==> src/rtl/teclado_eventos_pkg.sv <==
// Shared game package: key code width, debounce FSM encoding and the key codes
// consumed by the game FSM and the hero selector.
package teclado_eventos_pkg;

  localparam int KEY_W = 5;
  localparam int CNT_W = 24;

  typedef enum logic [1:0] {
    IDLE      = 2'd0,
    ARMING    = 2'd1,
    HELD      = 2'd2,
    RELEASING = 2'd3
  } deb_state_t;

  localparam logic [KEY_W-1:0] KEY_NONE  = 5'd0;
  localparam logic [KEY_W-1:0] KEY_UP    = 5'd1;
  localparam logic [KEY_W-1:0] KEY_DOWN  = 5'd2;
  localparam logic [KEY_W-1:0] KEY_LEFT  = 5'd3;
  localparam logic [KEY_W-1:0] KEY_RIGHT = 5'd4;
  localparam logic [KEY_W-1:0] KEY_ENTER = 5'd16;
  localparam logic [KEY_W-1:0] KEY_BACK  = 5'd17;

  // Saturating increment: the debounce counter must never wrap back to zero.
  function automatic logic [CNT_W-1:0] sat_inc(input logic [CNT_W-1:0] v);
    if (v == {CNT_W{1'b1}}) begin
      return v;
    end else begin
      return v + 24'd1;
    end
  endfunction

endpackage

==> src/rtl/fifo_eventos.sv <==
// Show-ahead key event FIFO with registered head, occupancy and full flag.
// A push while full without a simultaneous pop is dropped and flagged on drop.
module fifo_eventos
  import teclado_eventos_pkg::*;
#(
  parameter int DEPTH = 4,
  parameter int WIDTH = 5
) (
  input  logic                     clk,
  input  logic                     rst,
  input  logic                     push,
  input  logic [WIDTH-1:0]         din,
  input  logic                     pop,
  output logic                     valid,
  output logic [WIDTH-1:0]         dout,
  output logic                     full,
  output logic [$clog2(DEPTH):0]   level,
  output logic                     drop
);

  localparam int AW = $clog2(DEPTH);
  localparam int LW = AW + 1;

  logic [WIDTH-1:0] mem_r [DEPTH];
  logic [AW-1:0]    wptr_r, rptr_r, wptr_n_s, rptr_n_s;
  logic [LW-1:0]    count_r, count_n_s, remain_s;
  logic             valid_r, full_r;
  logic [WIDTH-1:0] head_r, head_n_s;
  logic             pop_s, push_ok_s;

  // Next-state of pointers, occupancy and the show-ahead head word.
  always_comb begin
    pop_s     = valid_r & pop;
    push_ok_s = push & (~full_r | pop_s);
    drop      = push & full_r & ~pop_s;

    if (push_ok_s) begin
      wptr_n_s = wptr_r + AW'(1);
    end else begin
      wptr_n_s = wptr_r;
    end

    if (pop_s) begin
      rptr_n_s = rptr_r + AW'(1);
      remain_s = count_r - LW'(1);
    end else begin
      rptr_n_s = rptr_r;
      remain_s = count_r;
    end

    case ({push_ok_s, pop_s})
      2'b10:   count_n_s = count_r + LW'(1);
      2'b01:   count_n_s = count_r - LW'(1);
      default: count_n_s = count_r;
    endcase

    // When nothing older survives the pop, the word being written becomes the head.
    if (count_n_s == LW'(0)) begin
      head_n_s = {WIDTH{1'b0}};
    end else if (remain_s == LW'(0)) begin
      head_n_s = din;
    end else begin
      head_n_s = mem_r[rptr_n_s];
    end
  end

  // Storage array; contents are qualified by the pointers, so no reset needed.
  always_ff @(posedge clk) begin
    if (push_ok_s) begin
      mem_r[wptr_r] <= din;
    end
  end

  // Pointer and registered status update.
  always_ff @(posedge clk) begin
    if (rst) begin
      wptr_r  <= AW'(0);
      rptr_r  <= AW'(0);
      count_r <= LW'(0);
      valid_r <= 1'b0;
      full_r  <= 1'b0;
      head_r  <= {WIDTH{1'b0}};
    end else begin
      wptr_r  <= wptr_n_s;
      rptr_r  <= rptr_n_s;
      count_r <= count_n_s;
      valid_r <= (count_n_s != LW'(0));
      full_r  <= (count_n_s == LW'(DEPTH));
      head_r  <= head_n_s;
    end
  end

  assign valid = valid_r;
  assign dout  = head_r;
  assign full  = full_r;
  assign level = count_r;

endmodule

==> src/rtl/teclado_eventos.sv <==
// Keypad debouncer: turns each physical press into exactly one key event,
// queued in a small FIFO with a sticky overflow flag.
module teclado_eventos
  import teclado_eventos_pkg::*;
#(
  parameter int DEBOUNCE_CYCLES = 500000,
  parameter int DEPTH           = 4
) (
  input  logic                   clk,
  input  logic                   rst,
  input  logic                   keypad_pressed,
  input  logic [KEY_W-1:0]       key,
  output logic                   evt_valid,
  output logic [KEY_W-1:0]       evt_key,
  input  logic                   evt_ready,
  output logic                   lleno,
  output logic [$clog2(DEPTH):0] nivel,
  output logic                   overflow,
  input  logic                   clr_overflow
);

  localparam logic [CNT_W-1:0] DEB_TARGET = CNT_W'(DEBOUNCE_CYCLES);

  deb_state_t       state_r, state_n_s;
  logic [CNT_W-1:0] cnt_r, cnt_n_s;
  logic [KEY_W-1:0] cand_r, cand_n_s;
  logic             push_s, drop_s, overflow_r;

  // Debounce next-state: counts consecutive stable cycles on press and release.
  always_comb begin
    state_n_s = state_r;
    cnt_n_s   = cnt_r;
    cand_n_s  = cand_r;
    push_s    = 1'b0;
    case (state_r)
      IDLE: begin
        if (keypad_pressed) begin
          state_n_s = ARMING;
          cnt_n_s   = 24'd1;
          cand_n_s  = key;
        end else begin
          cnt_n_s   = 24'd0;
        end
      end
      ARMING: begin
        if (!keypad_pressed) begin
          state_n_s = IDLE;
          cnt_n_s   = 24'd0;
        end else if (key != cand_r) begin
          cnt_n_s   = 24'd1;
          cand_n_s  = key;
        end else if (cnt_r >= DEB_TARGET) begin
          state_n_s = HELD;
          push_s    = 1'b1;
        end else begin
          cnt_n_s   = sat_inc(cnt_r);
        end
      end
      HELD: begin
        if (!keypad_pressed) begin
          state_n_s = RELEASING;
          cnt_n_s   = 24'd1;
        end else begin
          state_n_s = HELD;
        end
      end
      RELEASING: begin
        if (keypad_pressed) begin
          state_n_s = HELD;
        end else if (cnt_r >= DEB_TARGET) begin
          state_n_s = IDLE;
          cnt_n_s   = 24'd0;
        end else begin
          cnt_n_s   = sat_inc(cnt_r);
        end
      end
      default: begin
        state_n_s = IDLE;
        cnt_n_s   = 24'd0;
        cand_n_s  = {KEY_W{1'b0}};
      end
    endcase
  end

  // Debounce state register.
  always_ff @(posedge clk) begin
    if (rst) begin
      state_r <= IDLE;
      cnt_r   <= 24'd0;
      cand_r  <= {KEY_W{1'b0}};
    end else begin
      state_r <= state_n_s;
      cnt_r   <= cnt_n_s;
      cand_r  <= cand_n_s;
    end
  end

  fifo_eventos #(
    .DEPTH (DEPTH),
    .WIDTH (KEY_W)
  ) u_fifo (
    .clk   (clk),
    .rst   (rst),
    .push  (push_s),
    .din   (cand_r),
    .pop   (evt_ready),
    .valid (evt_valid),
    .dout  (evt_key),
    .full  (lleno),
    .level (nivel),
    .drop  (drop_s)
  );

  // Sticky overflow: a new drop wins over a simultaneous clear.
  always_ff @(posedge clk) begin
    if (rst) begin
      overflow_r <= 1'b0;
    end else if (drop_s) begin
      overflow_r <= 1'b1;
    end else if (clr_overflow) begin
      overflow_r <= 1'b0;
    end else begin
      overflow_r <= overflow_r;
    end
  end

  assign overflow = overflow_r;

endmodule
==> config.mk <==
export PLATFORM = sky130hd
export DESIGN_NAME = teclado_eventos
export DESIGN_NICKNAME = d
export VERILOG_FILES = /design/src/rtl/teclado_eventos_pkg.sv /design/src/rtl/fifo_eventos.sv /design/src/rtl/teclado_eventos.sv
export SDC_FILE = /design/constraint.sdc
export NUM_CORES = 1
export LEC_CHECK = 0
export ABC_AREA = 1
export CAP_MARGIN = 20
export CORE_MARGIN = 2
export CORE_UTILIZATION = 45
export DETAILED_ROUTE_END_ITERATION = 12
export HOLD_SLACK_MARGIN = 0.06
export SLEW_MARGIN = 20
export SYNTH_ARGS = -nofsm -noshare
export SYNTH_HDL_FRONTEND = slang
export SYNTH_SLANG_ARGS = --single-unit
==> constraint.sdc <==
create_clock -name clk -period 3.6 [get_ports clk]
set_input_delay 0.9 -clock clk [delete_from_list [all_inputs] [get_ports clk]]
set_output_delay 0.9 -clock clk [all_outputs]
set_load 0.05 [all_outputs]
# Word-level counts from Yosys, hierarchy flattened
# Memories as Yosys holds them, arrays and structs flattened.
# Index checks and enable logic that the tools add are counted.
dict set report classes {
  addsub 5
  magnitude_cmp 1
  eq_ne 17
  mux 33
  n_bitwise 7
  reduce_logical 10
}
# cell count
set ops {}
lappend ops {{24-bit 2-to-1 mux} 7}
lappend ops {{24-bit one-hot mux with 4 select lines} 1}
lappend ops {{24-bit by 1-bit adder with 24-bit output, second input constant} 1}
lappend ops {{24-bit == test, second input constant} 1}
lappend ops {{24-bit by 19-bit >= comparator with 1-bit output, second input constant} 1}
lappend ops {{5-bit 2-to-1 mux} 4}
lappend ops {{2-bit 2-to-1 mux} 7}
lappend ops {{1-bit 2-to-1 mux} 10}
lappend ops {{2-bit != test, second input constant} 5}
lappend ops {{5-bit one-hot mux with 2 select lines} 1}
lappend ops {{3-bit != test, second input constant} 3}
lappend ops {{2-bit one-hot mux with 4 select lines} 1}
lappend ops {{4-bit AND reduction} 2}
lappend ops {{2-bit == test, second input constant} 3}
lappend ops {{3-bit logical NOT} 2}
lappend ops {{3-bit one-hot mux with 2 select lines} 1}
lappend ops {{5-bit != test} 1}
lappend ops {{2-bit by 1-bit adder with 2-bit output, second input constant} 2}
lappend ops {{1-bit bitwise AND} 4}
lappend ops {{2-bit by 1-bit == test with 1-bit output, second input constant} 2}
lappend ops {{4-bit != test, second input constant} 1}
lappend ops {{2-bit nonzero test} 2}
lappend ops {{3-bit by 1-bit adder with 3-bit output, second input constant} 1}
lappend ops {{3-bit == test, second input constant} 1}
lappend ops {{other kinds (8)} 9}
dict set report word_totals {
  reg_bits 46
  ramBits 20
  input_bits 10
  output_inout_bits 11
  wordCells 84
  n_memories 1
}
# name words word_bits rd rd_clocked_by_memory_dff write_ports line
set mem_list {}
lappend mem_list {u_fifo.mem_r 4 5 1 0 1 fifo_eventos.sv:24} ;# logic [WIDTH-1:0] mem_r [DEPTH];

# Logic depth before layout (Yosys ltp)
dict set report depth {
  word_depth 10
  mapped_depth 19
  ltp_nobuf 19
}

# By module
# Synthesis repeated with hierarchy kept, for this count alone.
dict set report unflattened {
  hier_cells 520
  area_unflattened_um2 3902.5
}
# module instances cells_per_inst area_per_inst_um2
set by_module_without_submodules {}
lappend by_module_without_submodules {teclado_eventos 1 332 2242.2}
lappend by_module_without_submodules {fifo_eventos 1 188 1660.3}

# Worst setup path before layout
# No wires, ideal clock.
dict set report synth_timing {
  kind {input to register}
  startpoint {in key[0]}
  endpoint {reg u_fifo.head_r[0] (netlist: u_fifo.dout[0])}
  setup_time_ns 0.074
  arrival_ns 2.851
  slack_ns 0.675
  stages 15
  cell_sequence {xor2_1 -> nor3_1 -> nand3_1 -> nor2_4 -> nand2_4 -> nor2_4 -> inv_1 -> ha_1 -> a21oi_1 -> o21ai_0 -> o21ai_1 -> and2_1 -> o21ai_2 -> o21ai_0 -> a31oi_1}
}
dict set report synth_via {
  elab_chain_len 9
}
# element line
set synth_lines {}
lappend synth_lines {{from (decl)} teclado_eventos.sv:12} ;# input logic [KEY_W-1:0] key,
lappend synth_lines {{5-bit != test (*)} teclado_eventos.sv:49} ;# end else if (key != cand_r) begin
lappend synth_lines {{1-bit 2-to-1 mux (*)} teclado_eventos.sv:49}
lappend synth_lines {{1-bit 2-to-1 mux (*)} teclado_eventos.sv:46} ;# if (!keypad_pressed) begin
lappend synth_lines {{1-bit 2-to-1 mux (*)} teclado_eventos.sv:35} ;# case (state_r)
lappend synth_lines {{1-bit bitwise AND (*)} fifo_eventos.sv:34} ;# push_ok_s = push & (~full_r | pop_s);
lappend synth_lines {{net u_fifo.push_ok_s} fifo_eventos.sv:29} ;# logic pop_s, push_ok_s;
lappend synth_lines {{2-bit by 1-bit == test with 1-bit output / 2-bit == test (equally long branches)} fifo_eventos.sv:51} ;# case ({push_ok_s, pop_s})
lappend synth_lines {{3-bit one-hot mux with 2 select lines (*)} fifo_eventos.sv:51}
lappend synth_lines {{3-bit logical NOT (*)} fifo_eventos.sv:58} ;# if (count_n_s == LW'(0)) begin
lappend synth_lines {{2-bit OR reduction (no line) (*)} n/a}
lappend synth_lines {{to (signal assigned)} fifo_eventos.sv:82} ;# head_r <= {WIDTH{1'b0}};
lappend synth_lines {{to (signal assigned)} fifo_eventos.sv:89} ;# head_r <= head_n_s;
lappend synth_lines {{to (decl)} fifo_eventos.sv:28} ;# logic [WIDTH-1:0] head_r, head_n_s;
# The timed path passes the listed nets; every way through them passes the cells marked *.
# A chain may end at the register's enable or synchronous reset.

# Worst setup path in the final report
dict set report layout_timing {
  startpoint {in key[0]}
  endpoint {reg u_fifo.head_r[4] (netlist: u_fifo.dout[4])}
}
# Same word-level chain as after synthesis.

==> flow_summary.json <==
{
  "status": "finished, final reports clean",
  "r2r_end": "u_fifo.dout[4]$_SDFF_PP0_",
  "wl_per_cell_microns": 12.3,
  "grt-ovfl-total": 0,
  "drive_gt1_share_pct": 10.9,
  "synthCells": 461,
  "holdPathStages": 2,
  "end_kind": "flop",
  "synth_edf_count": 20,
  "worst-slew-pin-transition_ns": 0.502,
  "hpwl_mm": 5.46,
  "min-delay-start": "cnt_r[21]$_SDFFE_PP0P_",
  "cp_slowest_stage_delay_ns": 0.44,
  "ys_ff_latch": 66,
  "vias": 2951,
  "critPathArrivalTime_ns": 3.34,
  "final_util_pct": 53.0,
  "antenna_cells": 0,
  "die_h_microns": 92.0,
  "area_growth_pct": 15.6,
  "die_area_sq_um": 8470,
  "dpl.cell_count": 582,
  "netlist.area_leader.share_pct": 26.4,
  "yosys_warnings": 0,
  "rsz0062_at_grt": "false",
  "finalHoldViolCount": 0,
  "coreArea_sq_um": 7610,
  "cts-root-buf": "clkbuf_8",
  "track_usage_pct": 18.6,
  "ys_seq_area_share_pct": 43.6,
  "synth_top_area_cell": "dfxtp_1",
  "start_kind": "primary input",
  "cts_tree": "built",
  "syn_avg_cell_area_sq_um": 7.56,
  "path_cells": "clkdlybuf4s50_1 > xor2_1 > nor3_1 > nand3_1 > nor2_4 > nand2_4 > nor2_4 > inv_1 > ha_1 > a21oi_1 > o21ai_0 > o21ai_1 > and2_1 > o21ai_2 > o21ai_0 > a31oi_1",
  "rr_startpoint": "cnt_r[8]$_SDFFE_PP0P_",
  "cp.required_ns": 3.88,
  "syn_nets": 482,
  "antenna_found_initial": 0,
  "slew_headroom_pct": 66.4,
  "postCtsSetupRepairBufs": 0,
  "grt_pass1_vias": 2787,
  "synth-main-ff-cell": "dfxtp_1",
  "vias_per_cell": 4.93,
  "drt_iter0_drc": 134,
  "slew_violations": 0,
  "finClkSkew_ns": 0.00622,
  "grt_pass1_wl_mm": 12.6,
  "die_w_microns": 92.0,
  "num_io_pins": 21,
  "wirelength_mm": 7.35,
  "grt_max_degree": 17,
  "hold_buffers": 0,
  "maxCapViolations": 0,
  "gp_congestion": 0.898,
  "cp_max_fo": 6,
  "synth.distinct_cells": 40,
  "fin_nets": 512,
  "initial_utilization_pct": 45.8,
  "cts_resized": 0,
  "cpLargestDelayFamily": "simple AND/OR/NAND/NOR gates",
  "clock_path_buffers": 2,
  "crit_buf_inv": 2,
  "crit_path_top_delay_cell": "clkdlybuf4s50_1",
  "hold_path.class": "reg2reg",
  "power_uw": 1660,
  "vdd_drop_max_v": 0.000236,
  "min_to": "cnt_r[21]$_SDFFE_PP0P_",
  "cts_buffers": 9,
  "power_density_nw_per_um2": 412,
  "worstSkewPairLatency_ns": 0.35,
  "synth-async-reset-ratio_pct": 0,
  "clk_pin_slew_worst_paths_ns": 0.08,
  "fmax_mhz": 327,
  "period_share_pct": 84.9,
  "cts_sinks": 66,
  "fp-row-count": 32,
  "timing.final.ws_setup_ns": 0.543,
  "setup_viol": 0,
  "netlist_area_sq_um": 3490,
  "reg2reg_depth": 15,
  "setup.worst_path.class": "in2reg",
  "p_leak_uw": 0.00164,
  "drc": 0,
  "final_cells": 598,
  "min_period_ns": 3.06,
  "reg2reg_slack_ns": 1.06,
  "dr.pass1.iters": 4,
  "htreeDepth": 3,
  "timing.setup.tns_ns": 0,
  "n_fill_cell": 758,
  "port_buffers": 20,
  "netlist_top_cells_area": "dfxtp_1, edfxtp_1, nand2_1, nor2_1, inv_1",
  "place_ws_ns": 0.174,
  "ant_nets": 0
}
## synth_stat cells (2+ instances only)
master	number
nand2_1	90
nor2_1	85
inv_1	53
dfxtp_1	46
o21ai_0	28
nand3_1	27
edfxtp_1	20
nand4_1	14
a21oi_1	11
ha_1	11
nor3_1	9
nand2_2	7
xor2_1	7
a31oi_1	5
inv_2	5
o21ai_1	5
nor2_2	4
buf_6	3
nor2_4	3
nor3_2	3
and2_1	2
buf_2	2
clkbuf_1	2
nand3_2	2
o21bai_1	2
## metal layers
| layer | part of all wire (%) | GRT usage [%] | up-vias |
|---|---|---|---|
| met5 | 0 | 0 | - |
| met4 | 2.0 | 7.84 | 0 |
| met3 | 3.0 | 2.88 | 12 |
| met2 | 48 | 31.4 | 44 |
| met1 | 47 | 23.6 | 1337 |
| li1 | - | - | 1558 |
## worst register-to-register path, stage by stage, from the launching register on
cell     delay (ns)
dfxtp_1        0.51
nand3_1        0.14
nor2_1         0.14
nand3_1        0.15
nand3_4        0.12
nand2_4        0.06
nor2_4         0.08
inv_1          0.06
ha_1           0.34
a21oi_1        0.05
o21ai_0        0.06
o21ai_1        0.10
and2_1         0.18
o21ai_2        0.21
o21ai_0        0.12
a31oi_1        0.14
## where the power goes
group	total (uW)	internal (uW)	leakage [uW]	switching, uW
Clock	712	397	0.000115	315
Sequential	812	784	0.000555	27.1
Combinational	137	48.2	0.000968	89.1
## sequential cells by signal (all words and copies together) (netlist names), 2 cells and up, named ones only
name           count
u_fifo.rptr_r      2
u_fifo.wptr_r      2
u_fifo.level       3
u_fifo.mem_r      20
u_fifo.dout        5
cnt_r             24
cand_r             5
## layout by cell type (no fill, tap or decap), drive strengths merged
cell type      netlist  routed
nor4                 1       1
mux2i                1       1
inv                 59      62
dfxtp               46      46
edfxtp              20      20
nand4               14      14
nand3b               1       1
bufinv               0       2
o21bai               2       2
clkinv               1       3
nand2               99      99
clkbuf               2       9
a21boi               1       1
or2                  1       1
a31oi                5       5
o21ai               34      34
o32ai                1       1
buf                  6       7
o31ai                1       1
nand3               30      30
a21oi               11      11
and2                 2       2
ha                  11      11
nor3                12      12
clkdlybuf4s50        0      20
nor2                92      92
xor2                 7       7
xnor2                1       1
## per-stage QoR
stage	instance area [sq um]	hold WS [ns]
finish	4030	0.462
global route	4030	0.486
CTS	4030	0.463
floorplan	3490	0.430
global placement	3810	0.442
detailed placement	3810	0.449
## worst max path at each step
stage / from / to / slack (ns) / depth (start not counted)
CTS: key[0] / u_fifo.dout[3]$_SDFF_PP0_ / 0.53 / 16
global placement: key[1] / u_fifo.dout[0]$_SDFF_PP0_ / 0.20 / 17
finish: key[0] / u_fifo.dout[4]$_SDFF_PP0_ / 0.54 / 16
global route: key[1] / u_fifo.dout[4]$_SDFF_PP0_ / 0.21 / 17
floorplan: key[0] / u_fifo.dout[0]$_SDFF_PP0_ / 0.68 / 15
detailed placement: key[0] / u_fifo.dout[3]$_SDFF_PP0_ / 0.17 / 16
## area by class of cell
| class | instances | area [sq um] | share of cell area (%) |
|---|---|---|---|
| clock buffers | 9 | 124 | 3.07 |
| clock inverters | 7 | 100 | 2.48 |
| inverters | 60 | 228 | 5.65 |
| multi-input cells | 327 | 1680 | 41.6 |
| flip-flops and latches | 66 | 1520 | 37.7 |
| well taps | 102 | 128 | 3.16 |
| repair buffers | 27 | 253 | 6.27 |
## logic make-up after synthesis
kind of cell	Yosys count	synth area share, %
AND/OR/NAND/NOR	252	33.2
buffers and inverters	68	8.22
flip-flops	66	43.6
AO/OA/AOI/OAI	55	8.68
adder cells (fa/ha/maj)	11	3.95
XOR/XNOR	8	2.01
multiplexers	1	0.287
(Power assumes the default switching activity.)
